==> src/rtl/phy_strap_seq_if.sv <==
`default_nettype none
// ============================================================================
//  Module      : phy_strap_seq_if
//  Description : Strap/reset bundle between the PHY strap sequencer (master)
//                and the pads / host logic (slave).
//  Revision    : 1.0 - initial release
// ============================================================================
interface phy_strap_seq_if #(
  parameter int N_PHY   = 2,
  parameter int STRAP_W = 10
);
  logic                       reinit;
  logic [N_PHY*STRAP_W-1:0]   strap_val;
  logic [N_PHY*STRAP_W-1:0]   strap_in;
  logic [N_PHY*STRAP_W-1:0]   strap_out;
  logic [N_PHY-1:0]           strap_oe;
  logic [N_PHY-1:0]           phy_hw_rst_n;
  logic                       busy;
  logic                       phy_ready;
  logic [N_PHY-1:0]           strap_err;

  // Sequencer side: drives resets and straps, reads requests and pad readback.
  modport master (
    input  reinit, strap_val, strap_in,
    output strap_out, strap_oe, phy_hw_rst_n, busy, phy_ready, strap_err
  );

  // Pad / host side.
  modport slave (
    output reinit, strap_val, strap_in,
    input  strap_out, strap_oe, phy_hw_rst_n, busy, phy_ready, strap_err
  );
endinterface
`default_nettype wire

==> src/rtl/phy_strap_seq.sv <==
`default_nettype none
// ============================================================================
//  Module      : phy_strap_seq
//  Description : Multi-PHY hardware reset and strap sequencer. Drives straps
//                while PHY resets are held, keeps them through reset release
//                (all at once or one PHY at a time), tristates them, then
//                waits out the MIIM settle window before flagging ready.
//                Optional strap contention readback: PHY_STRAP_READBACK_EN.
//  Revision    : 1.0 - initial release
// ============================================================================
module phy_strap_seq #(
  parameter int N_PHY         = 2,
  parameter int STRAP_W       = 10,
  parameter int RST_CYCLES    = 500,
  parameter int HOLD_CYCLES   = 5000,
  parameter int SETTLE_CYCLES = 5000,
  parameter int STAGGER       = 0
) (
  input  logic            clk_50,
  input  logic            reset,
  phy_strap_seq_if.master bus
);

  localparam int MAX_RH = (RST_CYCLES > HOLD_CYCLES) ? RST_CYCLES : HOLD_CYCLES;
  localparam int MAX_C  = (MAX_RH > SETTLE_CYCLES) ? MAX_RH : SETTLE_CYCLES;
  localparam int CNT_W  = $clog2(MAX_C + 1);
  localparam int CH_W   = (N_PHY > 1) ? $clog2(N_PHY) : 1;
  localparam int SW     = N_PHY * STRAP_W;

  localparam logic [CNT_W-1:0] RST_LAST    = CNT_W'(RST_CYCLES - 1);
  localparam logic [CNT_W-1:0] HOLD_LAST   = CNT_W'(HOLD_CYCLES - 1);
  localparam logic [CNT_W-1:0] SETTLE_LAST = CNT_W'(SETTLE_CYCLES - 1);

  typedef enum logic [1:0] {
    ST_RST    = 2'd0,
    ST_HOLD   = 2'd1,
    ST_SETTLE = 2'd2,
    ST_READY  = 2'd3
  } state_t;

  state_t           state_q, state_d;
  logic [CNT_W-1:0] cnt_q, cnt_d;
  logic [CH_W-1:0]  ch_q, ch_d;
  logic [SW-1:0]    strap_out_q, strap_out_d;
  logic [N_PHY-1:0] strap_oe_q, strap_oe_d;
  logic [N_PHY-1:0] rst_n_q, rst_n_d;
  logic             busy_q, busy_d;
  logic             ready_q, ready_d;
  logic             hold_last;

  // Final cycle of a PHY's hold window (readback point, release point).
  assign hold_last = (state_q == ST_HOLD) && (cnt_q == HOLD_LAST) && !bus.reinit;

  // Next-state and next-output computation for the sequencer.
  always_comb begin
    state_d     = state_q;
    cnt_d       = cnt_q;
    ch_d        = ch_q;
    strap_out_d = strap_out_q;
    strap_oe_d  = strap_oe_q;
    rst_n_d     = rst_n_q;
    busy_d      = busy_q;
    ready_d     = ready_q;

    if (bus.reinit) begin
      // Restart from scratch; the straps are driven again immediately.
      state_d     = ST_RST;
      cnt_d       = '0;
      ch_d        = '0;
      strap_out_d = bus.strap_val;
      strap_oe_d  = '1;
      rst_n_d     = '0;
      busy_d      = 1'b1;
      ready_d     = 1'b0;
    end else begin
      case (state_q)
        ST_RST: begin
          strap_out_d = bus.strap_val;
          strap_oe_d  = '1;
          rst_n_d     = '0;
          busy_d      = 1'b1;
          ready_d     = 1'b0;
          if (cnt_q == RST_LAST) begin
            cnt_d   = '0;
            ch_d    = '0;
            state_d = ST_HOLD;
            if (STAGGER != 0) rst_n_d[0] = 1'b1;
            else              rst_n_d    = '1;
          end else begin
            cnt_d = cnt_q + CNT_W'(1);
          end
        end

        ST_HOLD: begin
          if (cnt_q == HOLD_LAST) begin
            cnt_d = '0;
            if (STAGGER == 0) begin
              strap_oe_d = '0;
              state_d    = ST_SETTLE;
            end else begin
              strap_oe_d[int'(ch_q)] = 1'b0;
              if (int'(ch_q) < N_PHY - 1) begin
                // Hand over to the next PHY: release its reset, new hold window.
                ch_d                     = ch_q + CH_W'(1);
                rst_n_d[int'(ch_q) + 1]  = 1'b1;
              end else begin
                state_d = ST_SETTLE;
              end
            end
          end else begin
            cnt_d = cnt_q + CNT_W'(1);
          end
        end

        ST_SETTLE: begin
          if (cnt_q == SETTLE_LAST) begin
            cnt_d   = '0;
            state_d = ST_READY;
            ready_d = 1'b1;
            busy_d  = 1'b0;
          end else begin
            cnt_d = cnt_q + CNT_W'(1);
          end
        end

        default: begin
          strap_oe_d = '0;
          rst_n_d    = '1;
        end
      endcase
    end
  end

  // Sequencer state and registered outputs.
  always_ff @(posedge clk_50 or posedge reset) begin
    if (reset) begin
      state_q     <= ST_RST;
      cnt_q       <= '0;
      ch_q        <= '0;
      strap_out_q <= '0;
      strap_oe_q  <= '0;
      rst_n_q     <= '0;
      busy_q      <= 1'b1;
      ready_q     <= 1'b0;
    end else begin
      state_q     <= state_d;
      cnt_q       <= cnt_d;
      ch_q        <= ch_d;
      strap_out_q <= strap_out_d;
      strap_oe_q  <= strap_oe_d;
      rst_n_q     <= rst_n_d;
      busy_q      <= busy_d;
      ready_q     <= ready_d;
    end
  end

  assign bus.strap_out    = strap_out_q;
  assign bus.strap_oe     = strap_oe_q;
  assign bus.phy_hw_rst_n = rst_n_q;
  assign bus.busy         = busy_q;
  assign bus.phy_ready    = ready_q;

`ifdef PHY_STRAP_READBACK_EN
  logic [N_PHY-1:0] err_q, err_d;

  // Sticky contention flags: pad disagrees with our drive at end of hold.
  always_comb begin
    err_d = err_q;
    if (bus.reinit) begin
      err_d = '0;
    end else if (hold_last) begin
      for (int i = 0; i < N_PHY; i++) begin
        if (((STAGGER == 0) || (i == int'(ch_q))) &&
            (bus.strap_in[i*STRAP_W +: STRAP_W] != strap_out_q[i*STRAP_W +: STRAP_W]))
          err_d[i] = 1'b1;
      end
    end
  end

  // Contention flag register.
  always_ff @(posedge clk_50 or posedge reset) begin
    if (reset) err_q <= '0;
    else       err_q <= err_d;
  end

  assign bus.strap_err = err_q;
`else
  logic unused_readback;
  assign unused_readback = (^bus.strap_in) ^ hold_last;
  assign bus.strap_err   = '0;
`endif

endmodule
`default_nettype wire

==> src/flat_wrapper.sv <==
// flat-port wrapper written by rule: the top's interface ports become plain ports
module phy_strap_seq_flat 
#(
  parameter int N_PHY         = 2,
  parameter int STRAP_W       = 10,
  parameter int RST_CYCLES    = 500,
  parameter int HOLD_CYCLES   = 5000,
  parameter int SETTLE_CYCLES = 5000,
  parameter int STAGGER       = 0
)
  (clk_50, reset, bus_reinit, bus_strap_val, bus_strap_in, bus_strap_out, bus_strap_oe, bus_phy_hw_rst_n, bus_busy, bus_phy_ready, bus_strap_err);
  phy_strap_seq_if #(.N_PHY(N_PHY), .STRAP_W(STRAP_W)) bus_i ();
  input  logic clk_50;
  input  logic reset;
  input wire logic [$bits(bus_i.reinit)-1:0] bus_reinit;
  input wire logic [$bits(bus_i.strap_val)-1:0] bus_strap_val;
  input wire logic [$bits(bus_i.strap_in)-1:0] bus_strap_in;
  output wire logic [$bits(bus_i.strap_out)-1:0] bus_strap_out;
  output wire logic [$bits(bus_i.strap_oe)-1:0] bus_strap_oe;
  output wire logic [$bits(bus_i.phy_hw_rst_n)-1:0] bus_phy_hw_rst_n;
  output wire logic [$bits(bus_i.busy)-1:0] bus_busy;
  output wire logic [$bits(bus_i.phy_ready)-1:0] bus_phy_ready;
  output wire logic [$bits(bus_i.strap_err)-1:0] bus_strap_err;
  assign bus_i.reinit = bus_reinit;
  assign bus_i.strap_val = bus_strap_val;
  assign bus_i.strap_in = bus_strap_in;
  assign bus_strap_out = bus_i.strap_out;
  assign bus_strap_oe = bus_i.strap_oe;
  assign bus_phy_hw_rst_n = bus_i.phy_hw_rst_n;
  assign bus_busy = bus_i.busy;
  assign bus_phy_ready = bus_i.phy_ready;
  assign bus_strap_err = bus_i.strap_err;
  phy_strap_seq #(.N_PHY(N_PHY), .STRAP_W(STRAP_W), .RST_CYCLES(RST_CYCLES), .HOLD_CYCLES(HOLD_CYCLES), .SETTLE_CYCLES(SETTLE_CYCLES), .STAGGER(STAGGER)) u_core (.clk_50(clk_50), .reset(reset), .bus(bus_i));
endmodule
==> config.mk <==
export PLATFORM = sky130hd
export DESIGN_NAME = phy_strap_seq_flat
export DESIGN_NICKNAME = d
export VERILOG_FILES = /design/src/rtl/phy_strap_seq_if.sv /design/src/rtl/phy_strap_seq.sv /design/src/flat_wrapper.sv
export SDC_FILE = /design/constraint.sdc
export NUM_CORES = 1
export LEC_CHECK = 0
export ABC_AREA = 1
export CORE_AREA = 4 4 74 76
export CTS_CLUSTER_DIAMETER = 150
export DETAILED_ROUTE_END_ITERATION = 12
export DIE_AREA = 0 0 78 80
export HOLD_SLACK_MARGIN = 0.15
export PLACE_DENSITY = 0.77
export SETUP_SLACK_MARGIN = 0.05
export SLEW_MARGIN = 0
export SYNTH_ARGS = -nofsm -noshare
export SYNTH_HDL_FRONTEND = slang
export SYNTH_SLANG_ARGS = --single-unit
export TNS_END_PERCENT = 10
==> constraint.sdc <==
create_clock -name clk_50 -period 1.64 [get_ports clk_50]
set_input_delay 0.328 -clock clk_50 [delete_from_list [all_inputs] [get_ports clk_50]]
set_output_delay 0.328 -clock clk_50 [all_outputs]
set_load 0.02 [all_outputs]
==> results.toml, run 1 <==
[global_routing]
grt_pass1_vias = 1804
grt_pass1_wl_um = 7830
grt.total_usage = 0.158
grt_max_degree = 40
antenna_found_initial = 0
overflow = 0

[finish]
drive_above_1_share = 0.161
nNetsFinal = 381
fill_cells = 406
insertedDiodeCount = 0
instances_no_fill = 402
final_area_sq_um = 2910
seqCellArea_sq_um = 977
areaGrowthSynthToFinish_pct = 38.5
multi_input_area_sq_um = 957

[clock_network]
clk_pin_slew_worst_paths_ps = 80
cts_buffers = 5
clockBufferDepth = 2
clk_latency_ps = 290
h-tree-depth = 2
clockRootBuffer = "clkbuf_8"
clock-sinks = 39
cts_tree = "built"

[logic_synthesis]
synth_area_leader_cell = "dfrtp_1"
synth_cells = 273
synthTopCellsByArea = "dfrtp_1 (45%), nand2_1 (20%), inv_1 (5.4%)"
syn_area_sq_um = 2100
seq_area_frac_synth = 0.465
synth.distinct_cells = 31
syn_avg_cell_area_sq_um = 7.70
ys_ff_latch = 39
yosysTopAreaCellShare = 0.453
yosys_warnings = 0

[worst_setup_path]
path_class = "flip-flop to flip-flop"
arrival_ps = 1670
critPathLaunchType = "flip-flop"
cp-end-kind = "flip-flop"
critPathMaxFanout = 9
crit_required_ps = 1820

[die]
row_count = 25
core_sq_um = 4720
dieArea_sq_um = 6240
ios = 71
chipHeight_um = 80
start_util = 0.445
chipWidth_um = 78

[route]
ant_nets = 0
drc = 0
post_drt_wl_per_cell_um = 11.6
viasPerCell = 4.62
drtIter0Drc = 66
wirelength_um = 4680
dr.pass1.iters = 4
vias = 1856

[worst_hold_path]
hp-class = "input pin to asynchronous set/reset pin"

[sta]
fmax_ghz = 0.671
setup-violations-final = 0
drv_slew = 0
hold_viol = 0
period_needed_ps = 1490
rsz0062_at_grt = "false"
clock_skew_ps = 9.82
timing.final.crit_share = 0.909

[power_and_ir_drop]
peakVddDrop_v = 0.000729
p_leak_nw = 1.69
powerDensity_nw_per_um2 = 1320

[job]
maxCapViolCount = 0

[placed_design]
place_congestion = 0.885
portBuffers = 48
dp_hpwl_um = 3430
dp_cells = 393
placedInstanceArea_sq_um = 2730

[outcome]
status = "finished clean"
-- through the flow --
step	util	setup TNS (ps)	hold WS, ps	power (mW)	worst slack, ps
CTS	0.594	0	389	3.84	15.5
floorplan	-	0	438	2.46	207
global placement	0.577	-309	462	3.17	-50.5
global route	0.616	0	412	4.10	47.5
detailed placement	0.577	-520	464	3.21	-85.3
finish	0.616	0	388	3.84	149
-- power breakdown --
part	leakage, nW	switching (mW)	internal, mW
registers	0.492	0.158	1.20
logic	1.15	1.05	0.799
clock network	0.0412	0.336	0.297
-- final timing paths --
| path | from | endpoint | depth (start not counted) | slack [ps] |
|---|---|---|---|---|
| min in group clk_50 | u_core.bus.strap_out[3] | u_core.bus.strap_out[3] | 2 | 470 |
| min reg2reg | u_core.bus.strap_out[3] | u_core.bus.strap_out[3] | 2 | 470 |
| max | u_core.state_q[0] | u_core.cnt_q[2] | 8 | 150 |
| max reg2reg | u_core.state_q[0] | u_core.cnt_q[2] | 8 | 150 |
| max in group asynchronous | reset | u_core.bus.busy | 3 | 1010 |
| min | reset | u_core.bus.strap_out[16] | 3 | 390 |
-- final cells by class --
| class | instances | share of cell area |
|---|---|---|
| inverters | 35 | 0.0451 |
| clock buffers | 6 | 0.0249 |
| repair buffers | 63 | 0.232 |
| well taps | 67 | 0.0288 |
| flip-flops and latches | 39 | 0.336 |
| clock inverters | 2 | 0.00430 |
| multi-input cells | 190 | 0.329 |
-- critical path: stages, from the launching register on --
cell and delay, ps:
dfrtp_1 420, inv_2 80, ha_4 280, inv_2 50
nand2_4 110, buf_4 140, nand3_4 140, nand3_1 110
inv_1 50
-- timing repair --
item	4_1_cts	5_1_grt
setup endpoints to repair	25	58
gates resized for setup	2	32
hold endpoints to repair	0	0
hold buffers	0	0
buffers inserted	0	1
pin swaps	0	1
-- logic make-up (layout without fill, tap and decap cells) --
family                   Yosys count  after routing  share of synthesized area
buffers and inverters             45            106                     0.0977
adder cells (fa/ha/maj)            4              4                     0.0238
XOR/XNOR                           2              2                    0.00834
flip-flops                        39             39                      0.465
AO/OA/AOI/OAI                     10             10                     0.0280
other                              1              2                    0.00179
AND/OR/NAND/NOR                  172            172                      0.375
-- routing by layer --
metal  vias up  routed length, um  GRT usage
li1        945                  -          -
met1       853               2060      0.189
met2        52               2290      0.271
met3         6                267     0.0395
met4         0                 70     0.0647
met5         -                  0          0
-- state kept, by name, summed over array words and instances (netlist names) --
register / count
u_core.bus.busy: 1
u_core.bus.phy_hw_rst_n: 1
u_core.bus.phy_ready: 1
u_core.bus.strap_oe: 1
u_core.bus.strap_out: 20
u_core.cnt_q: 13
u_core.state_q: 2
-- synth_stat cells --
library cell,number
buf_6,1
a21oi_1,1
nand2_1,110
nand2_4,2
inv_2,5
nor2_8,1
ha_1,4
nand3_4,2
inv_1,30
nand3_1,14
o21ai_0,3
nor2_2,5
nand2_2,4
conb_1,1
xor2_1,2
nand3_2,3
nand3b_1,1
o21ai_1,3
buf_2,2
o22ai_1,1
clkbuf_1,2
nor2_4,1
dfrtp_1,38
dfstp_2,1
buf_4,4
nand4_1,5
o21ai_2,1
a22o_1,1
nor2_1,23
nor3_1,1
buf_8,1
-- placed cells by master, fill, tap and decap left out --
cell	n
nand2_1	110
dfrtp_1	38
inv_1	28
dlymetal6s2s_1	24
clkdlybuf4s50_1	22
nor2_1	21
nand3_1	13
buf_4	13
nor2_2	7
inv_2	7
nand4_1	5
clkbuf_8	5
nand2_2	4
nand3_2	4
o21ai_1	3
o21ai_0	3
nand2_4	2
nand3_4	2
xor2_1	2
ha_4	2
ha_1	2
conb_1	2
dlygate4sd2_1	2
buf_12	2
nor2_8	1
o21ai_2	1
nor2_4	1
nor3_1	1
nand3b_1	1
o22ai_1	1
a22o_1	1
a21oi_1	1
clkinvlp_4	1
clkinv_2	1
clkbuf_1	1
dfstp_2	1
No activity file was read; power rests on OpenSTA's default activity.
==> inputs of run 2 (changes only) <==
==> constraint.sdc (replaced) <==
create_clock -name clk_50 -period 1.64 [get_ports clk_50]
set_input_delay 0.492 -clock clk_50 [delete_from_list [all_inputs] [get_ports clk_50]]
set_output_delay 0.492 -clock clk_50 [all_outputs]
set_load 0.02 [all_outputs]
==> run 2 against run 1 <==
Clock skew rose by 4.8 ps. Sequential power barely moved. Maximum frequency fell by 5.7%. Critical endpoint is now bus_busy. Largest cell class unchanged. Highest routed layer unchanged.
==> results.toml, run 2 (synthesis results as in run 1) <==
[power_and_ir_drop]
power_mw = 3.84
powerDensity_nw_per_um2 = 1350
p_leak_nw = 1.49
peakVddDrop_v = 0.000698

[route]
post_drt_wl_per_cell_um = 11.8
dr.pass1.iters = 4
wirelength_um = 4780
drtIter0Drc = 119
drc = 0
viasPerCell = 4.61
ant_nets = 0
vias = 1864

[die]
ios = 71
row_count = 25
chipWidth_um = 78
start_util = 0.445
core_sq_um = 4720
chipHeight_um = 80
dieArea_sq_um = 6240

[sta]
clock_skew_ps = 14.6
hold_viol = 0
setup-violations-final = 0
drv_slew = 0
rsz0062_at_grt = "true"
fmax_ghz = 0.632
timing.final.crit_share = 0.964
period_needed_ps = 1580
hold_ws_ps = 475

[clock_network]
cts_buffers = 5
h-tree-depth = 2
clk_latency_ps = 300
cts_tree = "built"
clockBufferDepth = 2
clockRootBuffer = "clkbuf_8"
clock-sinks = 39
ctsHoldBuffers = 0
clk_pin_slew_worst_paths_ps = 90

[worst_setup_path]
path_class = "flip-flop to output port"
critPathMaxFanout = 2
arrival_ps = 1090
path_cells = "clkdlybuf4s15_2"
cp_slowest_cell = "dfstp_2"
crit_required_ps = 1150
cp_top_family = "flip-flops"
critPathBufInv = 1
cp-end-kind = "output port"
slowest_delay_ps = 540
critPathLaunchType = "flip-flop"

[placed_design]
dp_hpwl_um = 3530
place_congestion = 0.885
dp_cells = 394
placedInstanceArea_sq_um = 2720
portBuffers = 48

[global_routing]
grt_pass1_wl_um = 8030
antenna_found_initial = 0
grt_pass1_vias = 1828
grt.total_usage = 0.162
grt_max_degree = 24
overflow = 0

[finish]
layout_common_cells = "nand2_1 (110), dfrtp_1 (38), inv_1 (30), dlygate4sd2_1 (25), clkdlybuf4s50_1 (22)"
layout_commonest_cell = "nand2_1"
drive_above_1_share = 0.166
areaGrowthSynthToFinish_pct = 35.7
instances_no_fill = 404
final_area_sq_um = 2850
nNetsFinal = 383
utilization = 0.604
largest_reg_flops = 20
fill_cells = 416
insertedDiodeCount = 0

[outcome]
status = "finished clean"

[worst_hold_path]
hp-class = "flip-flop to flip-flop"

[job]
maxCapViolCount = 0
## run 2: cell count changes in the layout (fill, tap and decap cells not counted), moves of 2 or more
cell	change
inv_1	+2
inv_2	-2
dlygate4sd2_1	+23
dlymetal6s2s_1	-24
## run 2: cell type report
type / count / area (sq um) / area share
clock inverter: 2 / 12.5 / 0.00439
sequential: 39 / 977 / 0.343
clock buffer: 6 / 72.6 / 0.0254
multi-input combinational: 190 / 972 / 0.341
tap: 67 / 83.8 / 0.0294
timing repair buffer: 65 / 602 / 0.211
inverter: 35 / 131 / 0.0461
## run 2: through the flow
| step | setup TNS, ps | worst slack (ps) |
|---|---|---|
| after floorplan | 0 | 207 |
| after CTS | 0 | 52.5 |
| after global placement | -5430 | -216 |
| after global routing | 0 | 8.49 |
| after detailed placement | -6180 | -257 |
| final | 0 | 58.5 |
## run 2: power breakdown
part,total [mW],internal (mW),switching (mW)
Clock,0.639,0.297,0.342
Sequential,1.35,1.20,0.147
Combinational,1.85,0.743,1.11
Total,3.84,2.24,1.59
## run 2: final timing paths
check	start	end	slack, ps	cells after the start
min in group asynchronous	reset	u_core.bus.strap_out[4]	520	3
setup / recovery	u_core.bus.busy	bus_busy	60	1
hold / removal	u_core.bus.strap_out[17]	u_core.bus.strap_out[17]	470	2
setup reg to reg	u_core.state_q[1]	u_core.cnt_q[11]	120	8
max in group asynchronous	reset	u_core.cnt_q[4]	840	3
hold reg to reg	u_core.bus.strap_out[17]	u_core.bus.strap_out[17]	470	2
## run 2: metal layers
metal	share of wire	track usage	vias up
li1	-	-	953
met5	0	0	-
met4	0.014	0.0804	0
met3	0.049	0.0474	5
met1	0.45	0.199	857
met2	0.49	0.261	49
## run 2: timing repair
item / in CTS / in global routing
buffers inserted: 0 / 2
pin swaps: 1 / 0
setup endpoints to repair: 27 / 17
resized for setup: 29 / 11
